$ cat src/rtl/i2s_output.sv
// i2s_output: Philips I2S master transmitter for an external DAC.
// Accepts 32-bit stereo words ({left[15:0], right[15:0]}) over stb/ack into a
// one-word holding buffer. It also generates the codec master clock, the bit
// clock and the word clock, and shifts out one word per 64-slot frame.
// Optional feature macro: I2S_OUTPUT_UNDERRUN_COUNT_EN adds a saturating 16-bit
// underrun counter on underrun_count_out.
module i2s_output #(
   parameter int MCLK_DIV = 2,
   parameter int BCLK_DIV = 8
) (
   input  logic        clk,
   input  logic        rst_n,
   input  logic [31:0] in1,
   input  logic        in1_stb,
   output logic        in1_ack,
   output logic        sclk_out,
   output logic        bclk_out,
   output logic        lrclk_out,
   output logic        dout_out,
`ifdef I2S_OUTPUT_UNDERRUN_COUNT_EN
   output logic [15:0] underrun_count_out,
`endif
   output logic        underrun_out
);

   localparam int DATA_W = 32;
   localparam int MW     = (MCLK_DIV > 1) ? $clog2(MCLK_DIV) : 1;
   localparam int BW     = $clog2(BCLK_DIV);

   logic [MW-1:0]     mcnt;
   logic [BW-1:0]     div;
   logic [5:0]        k;
   logic [5:0]        k_next;
   logic [DATA_W-1:0] sreg;
   logic [DATA_W-1:0] hold;
   logic              full;
   logic              fall_evt;
   logic              frame_load;
   logic              capture;
   logic              data_slot;

   function automatic logic [15:0] sat_inc(input logic [15:0] v);
      return (v == 16'hFFFF) ? v : v + 16'd1;
   endfunction

   // Event decode: bclk falling toggle, slot advance, frame start, buffer capture
   always_comb begin
      fall_evt   = bclk_out && (div == BW'(BCLK_DIV - 1));
      k_next     = k + 6'd1;
      frame_load = fall_evt && (k_next == 6'd0);
      capture    = in1_stb && !full;
      data_slot  = ((k_next >= 6'd1)  && (k_next <= 6'd16)) ||
                   ((k_next >= 6'd33) && (k_next <= 6'd48));
   end

   // Free-running codec master clock, independent of the bit clock
   always_ff @(posedge clk or negedge rst_n) begin
      if (!rst_n) begin
         mcnt     <= '0;
         sclk_out <= 1'b0;
      end else if (mcnt == MW'(MCLK_DIV - 1)) begin
         mcnt     <= '0;
         sclk_out <= ~sclk_out;
      end else begin
         mcnt <= mcnt + MW'(1);
      end
   end

   // Bit clock divider: toggle at terminal count of div
   always_ff @(posedge clk or negedge rst_n) begin
      if (!rst_n) begin
         div      <= '0;
         bclk_out <= 1'b0;
      end else if (div == BW'(BCLK_DIV - 1)) begin
         div      <= '0;
         bclk_out <= ~bclk_out;
      end else begin
         div <= div + BW'(1);
      end
   end

   // Slot counter, word clock and serial data, all moving on bclk falling events;
   // data lags the word clock by one slot (I2S one-bit delay)
   always_ff @(posedge clk or negedge rst_n) begin
      if (!rst_n) begin
         k            <= 6'd63;
         lrclk_out    <= 1'b0;
         dout_out     <= 1'b0;
         sreg         <= '0;
         underrun_out <= 1'b0;
      end else begin
         underrun_out <= 1'b0;
         if (fall_evt) begin
            k         <= k_next;
            lrclk_out <= k_next[5];
            if (k_next == 6'd0) begin
               // an empty buffer at frame start plays silence
               sreg         <= full ? hold : '0;
               underrun_out <= !full;
               dout_out     <= 1'b0;
            end else if (data_slot) begin
               dout_out <= sreg[DATA_W-1];
               sreg     <= {sreg[DATA_W-2:0], 1'b0};
            end else begin
               dout_out <= 1'b0;
            end
         end
      end
   end

   // Holding-buffer occupancy and ack; a capture coinciding with a frame load
   // wins because the load has already taken the previous contents
   always_ff @(posedge clk or negedge rst_n) begin
      if (!rst_n) begin
         full    <= 1'b0;
         in1_ack <= 1'b0;
      end else begin
         in1_ack <= capture;
         if (capture) begin
            full <= 1'b1;
         end else if (frame_load) begin
            full <= 1'b0;
         end
      end
   end

   // Holding-buffer data; only meaningful while full is set, so it needs no reset
   always_ff @(posedge clk) begin
      if (capture) begin
         hold <= in1;
      end
   end

`ifdef I2S_OUTPUT_UNDERRUN_COUNT_EN
   // Saturating count of frames started without a buffered word
   always_ff @(posedge clk or negedge rst_n) begin
      if (!rst_n) begin
         underrun_count_out <= 16'd0;
      end else if (frame_load && !full) begin
         underrun_count_out <= sat_inc(underrun_count_out);
      end
   end
`endif

endmodule

$ cat config.mk
export PLATFORM = sky130hd
export DESIGN_NAME = i2s_output
export DESIGN_NICKNAME = d
export VERILOG_FILES = /design/src/rtl/i2s_output.sv
export SDC_FILE = /design/constraint.sdc
export NUM_CORES = 1
export LEC_CHECK = 0
export ABC_AREA = 1
export BUFFER_PORTS_ARGS = -buffer_cell sky130_fd_sc_hd__buf_2
export CORE_MARGIN = 2
export CORE_UTILIZATION = 30
export CTS_BUF_LIST = sky130_fd_sc_hd__clkbuf_8 sky130_fd_sc_hd__clkbuf_16
export DETAILED_ROUTE_END_ITERATION = 7
export PLACE_DENSITY = 0.48
export SYNTH_ARGS = -nofsm -noshare
export SYNTH_HDL_FRONTEND = slang
export SYNTH_SLANG_ARGS = --single-unit
$ cat constraint.sdc
create_clock -name clk -period 2.4 [get_ports clk]
set_clock_uncertainty 0.05 [all_clocks]
set_input_delay 0.24 -clock clk [delete_from_list [all_inputs] [get_ports clk]]
set_output_delay 0.24 -clock clk [all_outputs]
set_load 0.02 [all_outputs]
# [Yosys cells after proc, flatten, opt, wreduce, memory -nomap -nowiden]
# Cells that the tools add are included.
[classes] mux=11 eq_ne=1 n_lt_le_gt_ge=4 add_sub_neg=3 reduce_logical=11 bitwise_logic=2
[op_table] op="2-to-1 mux 32 bit" count=3
[op_table] op="2-to-1 mux 1 bit" count=7
[op_table] op="adder 6 x 1 -> 6 bit (second input constant)" count=1
[op_table] op="greater-or-equal comparator 6 x 1 -> 1 bit (second input constant)" count=1
[op_table] op="greater-or-equal comparator 6 bit (second input constant)" count=1
[op_table] op="less-or-equal comparator 6 x 5 -> 1 bit (second input constant)" count=1
[op_table] op="less-or-equal comparator 6 bit (second input constant)" count=1
[op_table] op="zero test 6 bit" count=1
[op_table] op="logical AND 1 bit" count=5
[op_table] op="nonzero test 2 bit" count=2
[op_table] op="adder 3 x 1 -> 3 bit (second input constant)" count=1
[op_table] op="equality test 3 bit (second input constant)" count=1
[op_table] op="2-to-1 mux 3 bit" count=1
[op_table] op="inverter 1 bit" count=2
[op_table] op="AND reduction 2 bit" count=1
[op_table] op="adder 1 bit (second input constant)" count=1
[op_table] op="zero test 1 bit" count=1
[op_table] op="logical OR 1 bit" count=1
[word_totals] reg_bits=81 in_bits=35 output_inout_bits=6 elab_cells=44

# [Depth between registers and ports, before layout]
# Gate-level depths: netlist (run 1).
[depth] depth_word=6 depth_mapped=13 depth_no_buf=12

# [Worst setup path after synthesis (run 1)]
# Ideal clock, no wire load.
[synth_path] kind="register to register" start="register div[0]" end="register sreg[2]" path_buffers=2 stages_incl_launch_ff=13 slack_ps=488 synth_period_minus_slack_ps=1912 t_arrival_ps=1745 setup_time_ps=117 required_time_ps=2233 cell_sequence="dfrtp_1 > ha_1 > ha_1 > nand2_1 > inv_1 > buf_4 > nand2_1 > nor2_1 > nor2_4 > nand2_2 > buf_4 > nand2_1 > nand2_1"
[synth_between] elab_chain_cells=3
[synth_lines] element="from (decl)" line="31" source="logic [BW-1:0] div;"
[synth_lines] element="from (signal assigned)" line="78" source="div <= div + BW'(1);"
[synth_lines] element="equality test 3 bit" line="48" source="fall_evt = bclk_out && (div == BW'(BCLK_DIV - 1));"
[synth_lines] element="logical AND 1 bit" line="48"
[synth_lines] element="AND reduction 2 bit (no line)"
[synth_lines] element="to (signal assigned)" line="98" source="sreg <= full ? hold : '0;"
[synth_lines] element="to (signal assigned)" line="103" source="sreg <= {sreg[DATA_W-2:0], 1'b0};"
[synth_lines] element="to (decl)" line="34" source="logic [DATA_W-1:0] sreg;"
# No other way between the ends.
# A chain may end at the register's enable or synchronous reset.

# [Final worst setup path (run 1)]
[layout_path] start="register div[0]" end="register sreg[13]"
# Same word-level chain as after synthesis.

==> summary.md, run 1 <==
| Metric | Value |
|---|---|
| Initial drt markers | `185` |
| Worst slew pin tran | `0.556 ns` |
| First-pass DRT Iterations | `4` |
| First-pass GRT wire length | `13.1 mm` |
| Share of cells above drive strength 1 | `16.3%` |
| Initial Util | `30.8%` |
| Number of I/O pins | `41` |
| Final Critical Period | `2.13 ns` |
| Post-synthesis cell area | `3720 um^2` |
| Worst Path Max Fanout | `22` |
| Core Area | `12100 um^2` |
| Commonest non-fill, non-tap cell in the layout | `nand2_1` |
| Tcrit/Tclk final | `88.6%` |
| Average cell area after synthesis | `8.71 um^2` |
| Fin nets | `507` |
| Layout area overhead | `19.3%` |
| Row count | `40` |
| Area contributors post-synth | `dfrtp_1, edfxtp_1, nand2_1, nand3_1, inv_1` |
| Placer Congestion | `0.756` |
| Total design power | `0.00293 W` |
| R2R depth | `10` |
| H-tree levels | `3` |
| Min-delay src | `in1[3]` |
| Placed inst area | `4120 um^2` |
| Reg-to-reg setup timing slack | `0.27 ns` |
| Setup CP Type | `reg -> reg` |
| Design area | `4440 um^2` |
| # setup viols final | `0` |
| Fmax achieved | `0.470 GHz` |
| Final Hold Viols | `0` |
| Crit. End Element | `flop` |
| Global route overflow | `0` |
| Peak VDD IR | `308 uV` |
| Power per cell area | `660 nW/um^2` |
| CTS root buf | `clkbuf_16` |
| Via/cell ratio | `4.29` |
| Antenna violations before repair | `0` |
| Detailed Place HPWL | `4.71 mm` |
| Synthesized net count | `467` |
| Worst slew margin | `62.9%` |
| TritonCTS clock tree | `yes` |
| Die Wd | `115 um` |
| CTS-repair resized insts | `0` |
| Post-Syn Instances | `427` |
| Routed wire length per instance | `11.6 um` |
| Routed wire length | `7.43 mm` |
| Antenna fix cells | `0` |
| Clk slew on worst S/H paths | `0.06 ns` |
| Arr. time, crit path | `2.30 ns` |
| Clock Tree Buf Depth | `2` |
| Largest net degree at the start of global routing | `36` |
| Max_cap viols | `0` |
| Leak Pwr | `2.37 nW` |
| Status | `finished clean` |
| I/O Buffers | `40` |
| Crit start category | `flop` |
| FF+latch count, synth | `81` |
| Yosys warning count | `0` |
| CTS Buf Count | `9` |
| Worst Hold Class | `in -> reg` |
| Count of unique library cells instantiated by Yosys | `23` |
| Post-Route Setup TNS | `0 ns` |
| Worst r2r src | `div[0]$_DFF_PN0_` |
| Sequential share of the synthesized area | `59.0%` |
| Worst endpoint required time | `2.58 ns` |
| Clock Latency Late Sink | `0.34 ns` |
| RSZ-0062 raised after global routing | `no` |
| Total number of vias | `2745` |
| Most frequent cells in the layout | `nand2_1, nand3_1, inv_1, dfrtp_1, buf_2` |
| Total routing usage reported by global routing | `12.5%` |
| Area share of the largest cell type after synthesis | `28.9%` |
| Hold Path Stages | `1` |
| Residual DRC | `0` |
| DRT antenna net count | `0` |
| Vias in the first global route | `2688` |
| Area leader, netlist | `dfrtp_1` |
| Hold Path Sink | `hold[3]$_DFFE_PP_` |
| Die area | `13300 um^2` |
| CTS Sinks | `81` |
| Reg2reg end | `sreg[13]$_DFFE_PN0P_` |
| Slew Limit Fails | `0` |
| Die height | `115 um` |
==> worst max-delay path by stage <==
stage,startpoint,to,slack [ns],depth (start not counted)
finish,div[0]$_DFF_PN0_,sreg[13]$_DFFE_PN0P_,0.27,10
floorplan,div[0]$_DFF_PN0_,sreg[2]$_DFFE_PN0P_,0.49,12
global route,div[0]$_DFF_PN0_,sreg[9]$_DFFE_PN0P_,0.02,11
CTS,div[0]$_DFF_PN0_,sreg[13]$_DFFE_PN0P_,0.27,10
detailed placement,div[0]$_DFF_PN0_,sreg[3]$_DFFE_PN0P_,0.29,10
global placement,k[1]$_DFFE_PN1P_,sreg[26]$_DFFE_PN0P_,0.36,13
==> cells by family after synthesis <==
group | synth area share (%)
and+or+nand+nor | 30.0
DFF | 59.0
buffers and inverters | 7.77
AOI/OAI and AO/OA | 1.08
adders and majority gates | 1.68
xor gates and xnor gates | 0.471
==> critical path, stage by stage, from the launching register on <==
cell and delay, ns:
dfrtp_1 0.35, ha_1 0.15, ha_1 0.20, nand2_1 0.15, inv_1 0.28, nand3_1 0.11
a21oi_1 0.26, nor2_4 0.07, buf_4 0.22, nand3_1 0.10, nand2_1 0.06
==> through the flow <==
step / setup slack, ns / utilization [%] / std cells / hold WS [ns]
4_1_cts: 0.270 / 36.8 / 640 / 0.00679
3_5_place_dp: 0.294 / 34.1 / 623 / 0.210
6_report: 0.274 / 36.8 / 640 / 0.0240
5_1_grt: 0.0228 / 36.8 / 640 / 0.00836
2_1_floorplan: 0.488 / - / 427 / -0.106
3_3_place_gp: 0.356 / 34.1 / 623 / 0.201
==> per-layer routing <==
layer  part of all wire (%)  GRT usage, %  up-vias  wire length, um
li1                       -             -     1418                -
met1                     51          17.7     1251             3790
met2                     42          17.8       61             3100
met3                    5.3          3.58       15              395
met4                    2.1          5.38        0              153
met5                      0             0        -                0
==> cell usage after synthesis (all sizes together) <==
| cell | instances |
|---|---|
| a21oi | 1 |
| buf | 19 |
| clkbuf | 4 |
| clkinv | 1 |
| dfrtp | 43 |
| dfstp | 6 |
| edfxtp | 32 |
| ha | 5 |
| inv | 44 |
| nand2 | 179 |
| nand3 | 68 |
| nand4 | 2 |
| nor2 | 12 |
| nor3 | 2 |
| o21ai | 7 |
| xor2 | 2 |
==> final cells by class <==
cell class / count / area [um^2]
fillers: 1233 / 7620
flip-flops and latches: 81 / 2190
multi-input cells: 278 / 1230
repair buffers: 52 / 318
clock buffers: 9 / 225
well taps: 168 / 210
inverters: 45 / 169
clock inverters: 7 / 85.1
==> power by group <==
| part | internal [W] | leakage, nW | switching, W |
|---|---|---|---|
| Combinational | 0.0000232 | 1.28 | 0.0000244 |
| Sequential | 0.00144 | 0.937 | 0 |
| Clock | 0.000900 | 0.152 | 0.000539 |
==> sequential cells by signal, indices dropped and copies added, names as in the netlist <==
name / count
underrun_out: 1
bclk_out: 1
sclk_out: 1
full: 1
sreg: 32
div: 3
dout_out: 1
k: 6
hold: 32
in1_ack: 1
lrclk_out: 1
mcnt: 1
==> repair_timing <==
item,in CTS,in global routing
hold buffers,1,0
setup buffers,0,0
endpoints found under the hold margin,16,0
No activity file was read; power rests on OpenSTA's default activity.
==> run 2: changes to the inputs <==
- CORE_MARGIN: 2 -> 5
==> summary.md, run 2 (synthesized netlist as in run 1, its figures left out) <==
| Metric | Value |
|---|---|
| Arr. time, crit path | `2.26 ns (-0.04 ns)` |
| Placed inst area | `4130 um^2 (+0.30%)` |
| CP peak stage delay | `0.57 ns (+0.22 ns)` |
| Residual DRC | `0 (unchanged)` |
| Max_cap viols | `0 (unchanged)` |
| CTS Sinks | `81 (unchanged)` |
| Top Registers | `hold x32, sreg x32, k x6` |
| Peak VDD IR | `362 uV (+17%)` |
| Number of I/O pins | `41 (unchanged)` |
| Switching Fraction | `19.0% (-0.20 points)` |
| Comb pwr share | `1.7% (about the same)` |
| Status | `finished clean` |
| CP delay by family, top | `simple AND/OR/NAND/NOR gates` |
| CP max-delay cell | `dfstp_2` |
| RSZ-0062 raised after global routing | `no` |
| I/O Buffers | `40 (unchanged)` |
| H-tree levels | `3 (unchanged)` |
| Placer Congestion | `0.801 (+6.0%)` |
| Via/cell ratio | `4.30 (+0.18%)` |
| Row count | `40 (unchanged)` |
| Commonest non-fill, non-tap cell in the layout | `nand2_1` |
| Clock Latency Late Sink | `0.34 ns (about the same)` |
| Fin nets | `507 (unchanged)` |
| Leak Pwr | `2.38 nW (+0.43%)` |
| DP Cell Count | `623 (unchanged)` |
| Power per cell area | `644 nW/um^2 (-2.4%)` |
| Routed wire length | `7.54 mm (+1.5%)` |
| Worst Hold Class | `in -> reg` |
| Slew Limit Fails | `0 (unchanged)` |
| Crit-path most repeated cell | `nand2_1` |
| Antenna fix cells | `0 (unchanged)` |
| Final Hold Viols | `0 (unchanged)` |
| Worst path buffer plus inverter count | `2 (unchanged)` |
| Worst Path Max Fanout | `35 (+59%)` |
| Fin cells | `640 (unchanged)` |
| Critical path cell sequence | `ha_1 > inv_1 > nand2_1 > nand2_1 > nor2_1 > nand2_1 > nor2_4 > nand3_2 > buf_4 > nand3_1 > nand2_1` |
| First-pass DRT Iterations | `5 (+1)` |
| Die height | `121 um (+5.2%)` |
| Initial Util | `30.8% (unchanged)` |
| Setup CP Type | `reg -> reg` |
| Final Critical Period | `2.09 ns (-0.0354 ns)` |
| Core Area | `12100 um^2 (unchanged)` |
| # setup viols final | `0 (unchanged)` |
| Layout area overhead | `19.3% (about the same)` |
| Design area | `4440 um^2 (about the same)` |
| Initial drt markers | `132 (-29%)` |
| Largest net degree at the start of global routing | `50 (+39%)` |
| Crit start category | `flop` |
| Clock Tree Buf Depth | `2 (unchanged)` |
| Detailed Place HPWL | `4.76 mm (+0.93%)` |
| Tcrit/Tclk final | `87.1% (-1.5 points)` |
| Die area | `14700 um^2 (+11%)` |
| Total routing usage reported by global routing | `11.3% (-1.2 points)` |
| Antenna violations before repair | `0 (unchanged)` |
| Fmax achieved | `0.478 GHz (+1.7%)` |
| Vias in the first global route | `2829 (+5.2%)` |
| TritonCTS clock tree | `yes` |
| Total design power | `0.00286 W (-2.4%)` |
| Routed wire length per instance | `11.8 um (+1.5%)` |
| Most frequent cells in the layout | `nand2_1, nand3_1, inv_1, dfrtp_1, buf_2` |
| Total number of vias | `2750 (+0.18%)` |
| # hold bufs at CTS | `1 (unchanged)` |
| Sw Pwr | `0.000544 W (-3.4%)` |
| Global route overflow | `0 (unchanged)` |
| First-pass GRT wire length | `13.2 mm (+0.27%)` |
| Clk slew on worst S/H paths | `0.06 ns (about the same)` |
| Int Power | `0.00231 W (-2.1%)` |
| Crit. End Element | `flop` |
| Clock share of power | `47.9% (-1.2 points)` |
| Worst endpoint required time | `2.57 ns (about the same)` |
| Post-Route Setup TNS | `0 ns (unchanged)` |
| Share of cells above drive strength 1 | `16.3% (unchanged)` |
| Seq pwr share | `50.4% (+1.2 points)` |
| DRT antenna net count | `0 (unchanged)` |
| Die Wd | `121 um (+5.2%)` |
| Worst slew margin | `71.7% (+8.8 points)` |
| CTS root buf | `clkbuf_16` |
| Worst slew pin tran | `0.424 ns (-0.131 ns)` |
| CTS Buf Count | `9 (unchanged)` |
| Post-CTS setup buffers | `0 (unchanged)` |
| CTS-repair resized insts | `0 (unchanged)` |
==> run 2: routing by layer <==
metal / track usage [%] / vias to the layer above / part of all wire (%)
met5: 0 / - / 0
met4: 3.99 / 0 / 1.3
met3: 3.87 / 10 / 3.8
met2: 18.7 / 37 / 48
met1: 13.6 / 1279 / 47
li1: - / 1424 / -
==> run 2: worst paths after layout <==
kind / endpoint / slack (ns) / startpoint / cells after the start
worst max-delay path: sreg[22]$_DFFE_PN0P_ / 0.31 / k[0]$_DFFE_PN1P_ / 11
worst min-delay path: hold[16]$_DFFE_PP_ / 0.03 / in1[16] / 1
worst max register to register: sreg[22]$_DFFE_PN0P_ / 0.31 / k[0]$_DFFE_PN1P_ / 11
worst min register to register: div[0]$_DFF_PN0_ / 0.38 / div[0]$_DFF_PN0_ / 1
max in group asynchronous: k[2]$_DFFE_PN1P_ / 1.63 / rst_n / 3
min in group asynchronous: in1_ack$_DFF_PN0_ / 0.37 / rst_n / 3
==> run 2: per-stage QoR <==
stage | util [%] | hold slack (ns) | setup slack [ns]
floorplan | - | -0.106 | 0.488
CTS | 36.8 | 0.0116 | 0.279
global route | 36.8 | 0.00729 | 0.113
global placement | 34.2 | 0.200 | 0.362
finish | 36.8 | 0.0260 | 0.310
detailed placement | 34.2 | 0.207 | 0.290
==> run 2: power by group through the flow <==
| stage | Clock [W] | Combinational [W] | Sequential (W) |
|---|---|---|---|
| 2_1_floorplan | 0 | 0.00000000111 | 0.00147 |
| 5_1_grt | 0.00147 | 0.0000548 | 0.00144 |
| 4_1_cts | 0.00141 | 0.0000499 | 0.00144 |
| 3_5_place_dp | 0 | 0.0000486 | 0.00147 |
| 6_report | 0.00137 | 0.0000472 | 0.00144 |
| 3_3_place_gp | 0 | 0.0000476 | 0.00147 |
==> run 2: final cells by class <==
cell class | instances | area, um^2
fillers | 1290 | 7620
flip-flops and latches | 81 | 2190
multi-input cells | 278 | 1230
repair buffers | 52 | 330
clock buffers | 11 | 253
well taps | 168 | 210
inverters | 45 | 169
clock inverters | 5 | 46.3
